==> config.mk <==
export PLATFORM = sky130hd
export DESIGN_NAME = moxie_wb_arbiter
export DESIGN_NICKNAME = d
export VERILOG_FILES = /design/src/rtl/moxie_wb_arbiter_pkg.sv /design/src/rtl/moxie_wb_arbiter_watchdog.sv /design/src/rtl/moxie_wb_arbiter.sv
export SDC_FILE = /design/constraint.sdc
export NUM_CORES = 1
export LEC_CHECK = 0
export ABC_AREA = 0
export ABC_CLOCK_PERIOD_IN_PS = 2200
export CAP_MARGIN = 20
export CORE_MARGIN = 5
export CORE_UTILIZATION = 26
export DETAILED_ROUTE_END_ITERATION = 10
export GPL_TIMING_DRIVEN = 0
export PLACE_DENSITY = 0.85
export SKIP_LAST_GASP = 1
export SLEW_MARGIN = 20
export SYNTH_ARGS = -nofsm -noshare
export SYNTH_HDL_FRONTEND = slang
export SYNTH_SLANG_ARGS = --single-unit
export TNS_END_PERCENT = 50
==> constraint.sdc <==
create_clock -name clk_i -period 2.2 [get_ports clk_i]
set_input_delay 0.33 -clock clk_i [delete_from_list [all_inputs] [get_ports clk_i]]
set_output_delay 0.33 -clock clk_i [all_outputs]
set_load 0.01 [all_outputs]
==> src/rtl/moxie_wb_arbiter_pkg.sv <==
`default_nettype none
// ============================================================================
// Module      : moxie_wb_arbiter_pkg
// Description : Shared FSM encodings, timeout default and watchdog sizing.
// Revision    : 1.0 - initial release
// ============================================================================
package moxie_wb_arbiter_pkg;

    // State encoding doubles as the one-hot grant vector (bit0 = I, bit1 = D).
    localparam logic [1:0] c_ST_IDLE  = 2'b00;
    localparam logic [1:0] c_ST_GNT_I = 2'b01;
    localparam logic [1:0] c_ST_GNT_D = 2'b10;

    localparam int unsigned c_TIMEOUT_DEFAULT = 255;

    function automatic int unsigned wdog_width(input int unsigned timeout);
        return $clog2(timeout + 1);
    endfunction

endpackage
`default_nettype wire

==> src/rtl/moxie_wb_arbiter_watchdog.sv <==
`default_nettype none
// ============================================================================
// Module      : wb_watchdog
// Description : Saturating stall counter; flags the cycle it reaches the limit.
// Revision    : 1.0 - initial release
// ============================================================================
module wb_watchdog
    import moxie_wb_arbiter_pkg::*;
#(
    parameter int unsigned TIMEOUT_CYCLES = c_TIMEOUT_DEFAULT
) (
    input  logic clk_i,
    input  logic rst_i,
    input  logic clear,
    input  logic count_en,
    output logic expired
);

    localparam int unsigned          c_CNT_W = wdog_width(TIMEOUT_CYCLES);
    localparam logic [c_CNT_W-1:0]   c_LIMIT = c_CNT_W'(TIMEOUT_CYCLES);
    localparam logic [c_CNT_W-1:0]   c_LAST  = c_CNT_W'(TIMEOUT_CYCLES - 1);
    localparam logic [c_CNT_W-1:0]   c_ONE   = c_CNT_W'(1);

    logic [c_CNT_W-1:0] r_count;

    always_ff @(posedge clk_i) begin
        if (rst_i || clear) begin
            r_count <= '0;
        end else if (count_en && (r_count != c_LIMIT)) begin
            r_count <= r_count + c_ONE;
        end
    end

    // Fires on the stalled cycle whose increment brings the count to the limit.
    assign expired = count_en && (r_count >= c_LAST);

endmodule
`default_nettype wire

==> src/rtl/moxie_wb_arbiter.sv <==
`default_nettype none
// ============================================================================
// Module      : moxie_wb_arbiter
// Description : Round-robin Wishbone arbiter for the I and D masters with
//               bus lock and an ack watchdog that aborts stalled transfers.
// Revision    : 1.0 - initial release
// ============================================================================
module moxie_wb_arbiter
    import moxie_wb_arbiter_pkg::*;
#(
    parameter int unsigned TIMEOUT_CYCLES = c_TIMEOUT_DEFAULT
) (
    input  logic        clk_i,
    input  logic        rst_i,
    input  logic        wbm_I_cyc_i,
    input  logic        wbm_I_stb_i,
    input  logic [31:0] wbm_I_adr_i,
    output logic [15:0] wbm_I_dat_o,
    output logic        wbm_I_ack_o,
    output logic        wbm_I_err_o,
    input  logic        wbm_D_cyc_i,
    input  logic        wbm_D_stb_i,
    input  logic        wbm_D_we_i,
    input  logic [1:0]  wbm_D_sel_i,
    input  logic [31:0] wbm_D_adr_i,
    input  logic [15:0] wbm_D_dat_i,
    output logic [15:0] wbm_D_dat_o,
    output logic        wbm_D_ack_o,
    output logic        wbm_D_err_o,
    output logic        wbs_cyc_o,
    output logic        wbs_stb_o,
    output logic        wbs_we_o,
    output logic [1:0]  wbs_sel_o,
    output logic [31:0] wbs_adr_o,
    output logic [15:0] wbs_dat_o,
    input  logic [15:0] wbs_dat_i,
    input  logic        wbs_ack_i,
    output logic [1:0]  grant_o
);

    logic [1:0] r_state;
    logic [1:0] w_state_nxt;
    logic       r_last_d;
    logic       w_own_i;
    logic       w_own_d;
    logic       w_own_stb;
    logic       w_ack;
    logic       w_expired;
    logic       w_abort;
    logic       w_grant_evt;

    assign w_own_i   = (r_state == c_ST_GNT_I);
    assign w_own_d   = (r_state == c_ST_GNT_D);
    assign w_own_stb = (w_own_i & wbm_I_cyc_i & wbm_I_stb_i)
                     | (w_own_d & wbm_D_cyc_i & wbm_D_stb_i);
    assign w_ack     = wbs_ack_i & (w_own_i | w_own_d) & ~rst_i;
    // Ack on the expiry cycle wins because count_en already excludes it.
    assign w_abort   = w_expired & (w_own_i | w_own_d) & ~rst_i;

    always_comb begin
        w_state_nxt = r_state;
        case (r_state)
            c_ST_IDLE: begin
                if (wbm_I_cyc_i && wbm_D_cyc_i) begin
                    w_state_nxt = r_last_d ? c_ST_GNT_I : c_ST_GNT_D;
                end else if (wbm_I_cyc_i) begin
                    w_state_nxt = c_ST_GNT_I;
                end else if (wbm_D_cyc_i) begin
                    w_state_nxt = c_ST_GNT_D;
                end
            end
            c_ST_GNT_I: begin
                if (!wbm_I_cyc_i || w_abort) w_state_nxt = c_ST_IDLE;
            end
            c_ST_GNT_D: begin
                if (!wbm_D_cyc_i || w_abort) w_state_nxt = c_ST_IDLE;
            end
            default: w_state_nxt = c_ST_IDLE;
        endcase
    end

    assign w_grant_evt = (r_state == c_ST_IDLE) && (w_state_nxt != c_ST_IDLE);

    always_ff @(posedge clk_i) begin
        if (rst_i) begin
            r_state  <= c_ST_IDLE;
            r_last_d <= 1'b1;
        end else begin
            r_state <= w_state_nxt;
            if (w_grant_evt) begin
                r_last_d <= (w_state_nxt == c_ST_GNT_D);
            end else if (w_abort) begin
                r_last_d <= w_own_d;
            end
        end
    end

    wb_watchdog #(
        .TIMEOUT_CYCLES (TIMEOUT_CYCLES)
    ) u_watchdog (
        .clk_i    (clk_i),
        .rst_i    (rst_i),
        .clear    (w_grant_evt | w_ack),
        .count_en (w_own_stb & ~wbs_ack_i),
        .expired  (w_expired)
    );

    always_comb begin
        wbs_cyc_o = 1'b0;
        wbs_stb_o = 1'b0;
        wbs_we_o  = 1'b0;
        wbs_sel_o = 2'b00;
        wbs_adr_o = 32'd0;
        wbs_dat_o = 16'd0;
        if (!rst_i) begin
            case (r_state)
                c_ST_GNT_I: begin
                    wbs_cyc_o = wbm_I_cyc_i & ~w_abort;
                    wbs_stb_o = wbm_I_stb_i & ~w_abort;
                    wbs_sel_o = 2'b11;
                    wbs_adr_o = wbm_I_adr_i;
                end
                c_ST_GNT_D: begin
                    wbs_cyc_o = wbm_D_cyc_i & ~w_abort;
                    wbs_stb_o = wbm_D_stb_i & ~w_abort;
                    wbs_we_o  = wbm_D_we_i;
                    wbs_sel_o = wbm_D_sel_i;
                    wbs_adr_o = wbm_D_adr_i;
                    wbs_dat_o = wbm_D_dat_i;
                end
                default: ;
            endcase
        end
    end

    assign wbm_I_dat_o = wbs_dat_i;
    assign wbm_D_dat_o = wbs_dat_i;
    assign wbm_I_ack_o = w_ack & w_own_i;
    assign wbm_D_ack_o = w_ack & w_own_d;
    assign wbm_I_err_o = w_abort & w_own_i;
    assign wbm_D_err_o = w_abort & w_own_d;
    assign grant_o     = r_state;

endmodule
`default_nettype wire

==> results of run 1 <==
-- cells in the mapped netlist --
master    number
o21ai_0        2
and3_1         5
a311o_1        1
nor3_2         1
a311o_4        1
a21o_1         1
a41o_1         1
nand4_1        5
xnor2_1        1
xor2_1         3
or2_2          1
nor3_1         4
nor2b_1        2
ha_1           6
clkbuf_1      10
and4_1         1
buf_4         32
nor2_1        48
a21oi_1        6
nand4b_1       2
mux2i_1        4
buf_1          4
o21a_1         1
inv_1          6
a41oi_1        1
o32a_2         1
buf_2          1
a22oi_1       35
nand2b_1       2
and4bb_1       1
a211oi_1       1
and2_1        19
dfxtp_1       11
nand2_1        7
nand3_1        1
-- placed cells by master, fill, tap and decap left out, drive strengths merged, types with 3 or more instances in the layout --
cell type	count
inv	6
nor2	48
clkdlybuf4s50	135
and3	5
a22oi	35
nand2	7
dfxtp	11
a21oi	6
xor2	3
and2	19
nand4	5
clkbuf	7
dlymetal6s2s	14
nor3	5
mux2i	4
dlygate4sd2	28
ha	6
buf	55
-- repair_timing --
item                                   in CTS  in global routing
setup buffers                               3                  6
setup endpoints to repair                  66                 32
gates resized for setup                    88                 31
endpoints found under the hold margin       0                  0
pin swaps                                   2                  3
-- flip-flops by register name, summed over array words and instances (netlist names) --
signal	flops
u_watchdog.r_count	8
grant_o	2
r_last_d	1
-- final cells by class --
cell class / count / area (µm²)
repair buffers: 189 / 1860
plain buffers: 46 / 378
inverters: 6 / 27.5
flip-flops and latches: 11 / 228
well taps: 75 / 93.8
multi-input cells: 164 / 1100
fillers: 515 / 2160
clock buffers: 4 / 45.0
-- where the power goes --
group	leakage, µW	total [µW]	switching [µW]	internal [µW]
registers	0.0000906	227	14.6	212
logic	0.00171	812	340	472
clock network	0.0000228	212	84.0	128
-- worst max-delay path: stages, from the launching register on --
cell             delay [ns]
dfxtp_4                0.37
inv_4                  0.09
ha_4                   0.17
inv_1                  0.09
nor2_4                 0.17
buf_6                  0.14
and2_1                 0.12
clkdlybuf4s50_1        0.53
-- cell families (layout without fill, tap and decap cells) --
| logic type | after synthesis | count (layout) | share of synthesized area |
|---|---|---|---|
| AND/OR/NAND/NOR | 99 | 99 | 0.314 |
| XOR/XNOR | 4 | 4 | 0.0223 |
| multiplexers | 4 | 4 | 0.0255 |
| AO/OA/AOI/OAI | 51 | 51 | 0.246 |
| adder cells (fa/ha/maj) | 6 | 6 | 0.0478 |
| flip-flops | 11 | 11 | 0.140 |
| buffers and inverters | 53 | 245 | 0.204 |
-- stage by stage --
step                setup slack [ns]  TNS (ns)  power (µW)
finish                       -0.0681    -0.294        1250
global route                  -0.166     -1.91        1340
CTS                           -0.159     -2.65        1240
detailed placement            -0.702    -26.85         971
global placement              -0.711    -25.94         956
floorplan                      0.120         0         574
-- final timing paths --
path | end | slack [ns]
min | u_watchdog.r_count[1]$_SDFFE_PP0P_ | 0.51
max | wbs_dat_o[8] | -0.07
min reg2reg | u_watchdog.r_count[1]$_SDFFE_PP0P_ | 0.51
max reg2reg | u_watchdog.r_count[2]$_SDFFE_PP0P_ | 0.16
-- per-layer routing --
| metal | track usage | share of wire |
|---|---|---|
| met1 | 0.205 | 0.37 |
| met2 | 0.340 | 0.52 |
| met3 | 0.0564 | 0.092 |
| met4 | 0.0237 | 0.011 |
| met5 | 0 | 0 |
==> run summary, run 1 <==
largest net degree at the start of global routing: 11
number of violations reported at the end of detailed-routing iteration 0: 81
final global-route overflow total: 0
Root Buffer Master: clkbuf_8
f_max: 441 MHz
overall die area: 0.00769 mm²
number of port buffers: 180
TritonCTS clock tree: done
post-detailed-route via-to-cell ratio: 4.74
category of the most critical setup path: reg -> out
start point of the worst hold path: u_watchdog.r_count[1]$_SDFFE_PP0P_
Yosys reg bits: 11
post-route design area: 0.00373 mm²
worst setup margin: -0.0681 ns
count of pins over their slew limit: 0
standby leakage power: 0.00182 µW
violated checks: setup timing
DIE WIDTH: 87.7 µm
number of ports placed on the die boundary: 197
Min Hold Slack: 0.515 ns
count of maximum capacitance violations: 0
first-pass iteration count of the detailed router: 4
class of the tightest hold or removal check: reg -> reg
result of the run: finished, violations left
sequential cell area fraction in the yosys report: 0.140
part of the cycle the worst path needs: 1.03
synthesized cell area: 0.00157 mm²
sort of element at the start of the critical path: flip-flop
average cell area after synthesis: 6.88 µm²
post-synthesis cell type count: 35
dpl cells: 483
sum of net half-perimeters after detailed placement: 6460 µm
Rows: 28
final standard cell utilization of the core: 0.634
count of synthesis-stage warnings from yosys: 0
DRC violations left: 0
final period demand of the worst path: 2.27 ns
number of sinks handled by clock tree synthesis: 11
Clock Pin Slew Worst Setup and Hold Paths: 0.05 ns
Fin. Hold Viols: 0
synthesized netlist cell count: 228
WL final: 7890 µm
Reg2Reg Depth: 7
Antenna Cells: 0
Synthesized Nets: 340
post-route ant nets: 0
area share of the largest cell type after synthesis: 0.167
power density of the placed cells: 335 mW/mm²
data arrival time of the critical path: 1.94 ns
highest ir drop seen on vdd: 0.435 mV
number of vias in the routed layout: 2,346
antenna violations before repair: 0
sort of element at the end of the critical path: output port
Post-CTS Hold Fix Bufs: 0
Starting Density: 0.267
number of buffers inserted during clock tree synthesis: 3
total core area: 0.00589 mm²
count of H-tree levels built during CTS: 1
library cell occupying the most area in the post-synthesis netlist: a22oi_1
wire length of the first global-routing pass: 11,300 µm
data required time of the critical path: 1.87 ns
die boundary height: 87.7 µm
relative slew slack: 0.739
Cell Count, Final, Fillers Out: 495
Worst Skew: 0.000937 ns
Final #Nets: 533
routed length per instance: 15.9 µm
Cell Area, Placed: 0.00346 mm²
Final setup violation count: 8
Skew-Pair Late Insertion Delay: 0.24 ns
number of global-route vias before repair: 2,222
unrepaired setup endpoints after global routing: true
Worst Hold Path Cells: 2
deepest clock path buffer count: 2
peak fanout along the critical path: 10
leading post-synthesis cells by cell area: a22oi_1 17%, buf_4 15%, dfxtp_1 14%
CP Launch Point: grant_o[0]$_SDFF_PP0_
post-synthesis to final-layout area growth: 138%
final RePlAce weighted congestion: 0.939
proportion of layout cells with a drive suffix above 1: 0.188
worst-margin pin slew: 0.390 ns
GRT Overall Usage: 0.181
worst r2r src: grant_o[0]$_SDFF_PP0_
No activity file was read; power rests on OpenSTA's default activity.
==> inputs of run 2 (changes only) <==
--- a/config.mk
+++ b/config.mk
@@ -9,10 +9,11 @@
 export ABC_CLOCK_PERIOD_IN_PS = 2200
 export CAP_MARGIN = 20
 export CORE_MARGIN = 5
-export CORE_UTILIZATION = 26
+export CORE_UTILIZATION = 27
+export CTS_BUF_LIST = sky130_fd_sc_hd__clkbuf_4 sky130_fd_sc_hd__clkbuf_8
 export DETAILED_ROUTE_END_ITERATION = 10
 export GPL_TIMING_DRIVEN = 0
-export PLACE_DENSITY = 0.85
+export PLACE_DENSITY = 0.88
 export SKIP_LAST_GASP = 1
 export SLEW_MARGIN = 20
 export SYNTH_ARGS = -nofsm -noshare
==> run summary, run 2 (synthesized netlist as in run 1, its figures left out) <==
result of the run: finished, violations left (unchanged)
violated checks: setup timing (unchanged)
count of maximum capacitance violations: 0 (unchanged)
class of the tightest hold or removal check: reg -> reg (unchanged)
Final #Nets: 527 (was 533)
Worst path top cell family by delay: buffers and inverters (unchanged)
Starting Density: 0.281 (was 0.267)
worst-margin pin slew: 0.419 ns (was 0.390 ns)
count of pins over their slew limit: 0 (unchanged)
DRC violations left: 0 (unchanged)
number of buffers inserted during clock tree synthesis: 3 (unchanged)
number of ports placed on the die boundary: 197 (unchanged)
final standard cell utilization of the core: 0.650 (was 0.634)
Root Buffer Master: clkbuf_8 (unchanged)
Clock Pin Slew Worst Setup and Hold Paths: 0.05 ns (about the same)
sum of net half-perimeters after detailed placement: 6700 µm (was 6460 µm)
category of the most critical setup path: reg -> out (unchanged)
number of port buffers: 180 (unchanged)
top register by number of flip-flops: u_watchdog.r_count (unchanged)
Rows: 27 (was 28)
overall die area: 0.00744 mm² (was 0.00769 mm²)
peak fanout along the critical path: 10 (unchanged)
unrepaired setup endpoints after global routing: true (unchanged)
max FFs per register: 8 (unchanged)
Cell Count, Final, Fillers Out: 486 (was 495)
number of vias in the routed layout: 2,369 (was 2,346)
GRT Overall Usage: 0.195 (was 0.181)
highest ir drop seen on vdd: 0.324 mV (was 0.435 mV)
global routing's busiest layer: met2 (unchanged)
cell breakdown of the critical path: inv_2, ha_4, inv_1, nor2_4, clkbuf_4, and2_1, clkdlybuf4s50_1 (was inv_4, ha_4, inv_1, nor2_4, buf_6, and2_1, clkdlybuf4s50_1)
final RePlAce weighted congestion: 0.975 (was 0.939)
Max stage delay on crit path: 0.55 ns (was 0.53 ns)
number of violations reported at the end of detailed-routing iteration 0: 51 (was 81)
CP bufs+invs: 4 (unchanged)
final period demand of the worst path: 2.34 ns (was 2.27 ns)
DIE WIDTH: 86.2 µm (was 87.7 µm)
commonest non-fill, non-tap cell in the layout: clkdlybuf4s50_1 (unchanged)
Antenna Cells: 0 (unchanged)
dpl cells: 480 (was 483)
sort of element at the start of the critical path: flip-flop (unchanged)
deepest clock path buffer count: 2 (unchanged)
number of sinks handled by clock tree synthesis: 11 (unchanged)
post-detailed-route via-to-cell ratio: 4.87 (was 4.74)
Worst Skew: 0.000489 ns (was 0.000937 ns)
data arrival time of the critical path: 2.01 ns (was 1.94 ns)
antenna violations before repair: 0 (unchanged)
Final setup violation count: 16 (was 8)
post-route ant nets: 0 (unchanged)
data required time of the critical path: 1.87 ns (about the same)
routed length per instance: 16.6 µm (was 15.9 µm)
final global-route overflow total: 0 (unchanged)
commonest cells after routing, fill and taps aside: 143 x clkdlybuf4s50_1, 46 x nor2_1, 37 x buf_4 (was 135 x clkdlybuf4s50_1, 46 x buf_4, 46 x nor2_1)
first-pass iteration count of the detailed router: 5 (was 4)
met1 track demand over resource in global routing: 0.212 (was 0.205)
die boundary height: 86.2 µm (was 87.7 µm)
TritonCTS clock tree: done (unchanged)
minimum setup slack after placement: -0.713 ns (was -0.702 ns)
part of the cycle the worst path needs: 1.06 (was 1.03)
count of H-tree levels built during CTS: 1 (unchanged)
Skew-Pair Late Insertion Delay: 0.24 ns (about the same)
total core area: 0.00557 mm² (was 0.00589 mm²)
power density of the placed cells: 340 mW/mm² (was 335 mW/mm²)
worst setup margin: -0.140 ns (was -0.0681 ns)
largest net degree at the start of global routing: 11 (unchanged)
wire length of the first global-routing pass: 11,900 µm (was 11,300 µm)
proportion of layout cells with a drive suffix above 1: 0.171 (was 0.188)
post-synthesis to final-layout area growth: 131% (was 138%)
f_max: 427 MHz (was 441 MHz)
relative slew slack: 0.720 (was 0.739)
met3 routing resource usage after global routing: 0.0532 (was 0.0564)
met2 demand-to-capacity share in global routing: 0.378 (was 0.340)
WL final: 8040 µm (was 7890 µm)
sort of element at the end of the critical path: output port (unchanged)
number of global-route vias before repair: 2,356 (was 2,222)
standby leakage power: 0.00165 µW (was 0.00182 µW)
Critical Path Slowest Stage Cell: clkdlybuf4s50_1 (unchanged)
Fin. Hold Viols: 0 (unchanged)
[run 2: layer usage]
metal	up-vias	share of wire
li1	1141	-
met2	132	0.52
met1	1080	0.37
met3	16	0.091
met4	0	0.021
met5	-	0
[run 2: tightest hold or removal path, stage by stage (launching register included)]
cell and delay (ns):
dfxtp_1 0.34, nand2_1 0.07, a21oi_1 0.06
[run 2: stage by stage]
step | power [µW] | area (µm²) | TNS (ns) | hold slack, ns
3_3_place_gp | 954 | 3460 | -25.29 | 0.492
6_report | 1230 | 3620 | -1.47 | 0.514
4_1_cts | 1240 | 3590 | -3.44 | 0.524
2_1_floorplan | 574 | 1570 | 0 | 0.409
3_5_place_dp | 968 | 3460 | -27.73 | 0.517
5_1_grt | 1310 | 3620 | -3.40 | 0.545
[run 2: where the power goes]
part | internal [µW] | switching, µW
logic | 458 | 336
registers | 212 | 12.7
clock network | 140 | 75.5
[run 2: repair_timing]
action,CTS,global route
gates resized for setup,71,22
buffers inserted,3,0
setup endpoints to repair,59,43
hold buffers,0,0
pin swaps,2,1
[run 2: area by class of cell]
class | count | area [µm²]
fill | 486 | 1950
timing repair buffer | 183 | 1790
multi-input combinational | 164 | 1090
buffer | 46 | 357
sequential | 11 | 225
tap | 72 | 90.1
clock buffer | 4 | 48.8
inverter | 6 | 22.5
[run 2: worst paths after layout]
kind / startpoint / endpoint / slack, ns / depth (start not counted)
max reg2reg: grant_o[0]$_SDFF_PP0_ / u_watchdog.r_count[2]$_SDFFE_PP0P_ / 0.14 / 7
min: u_watchdog.r_count[1]$_SDFFE_PP0P_ / u_watchdog.r_count[1]$_SDFFE_PP0P_ / 0.51 / 2
min reg2reg: u_watchdog.r_count[1]$_SDFFE_PP0P_ / u_watchdog.r_count[1]$_SDFFE_PP0P_ / 0.51 / 2
max: grant_o[0]$_SDFF_PP0_ / wbs_dat_o[9] / -0.14 / 7
==> inputs of run 3 (changes only) <==
--- a/config.mk
+++ b/config.mk
@@ -11,6 +11,7 @@
 export CORE_MARGIN = 5
 export CORE_UTILIZATION = 27
 export CTS_BUF_LIST = sky130_fd_sc_hd__clkbuf_4 sky130_fd_sc_hd__clkbuf_8
+export CTS_CLUSTER_SIZE = 12
 export DETAILED_ROUTE_END_ITERATION = 10
 export GPL_TIMING_DRIVEN = 0
 export PLACE_DENSITY = 0.88
==> results of run 3 <==
No change in the layout: final DEF, timing and power equal those of run 2.
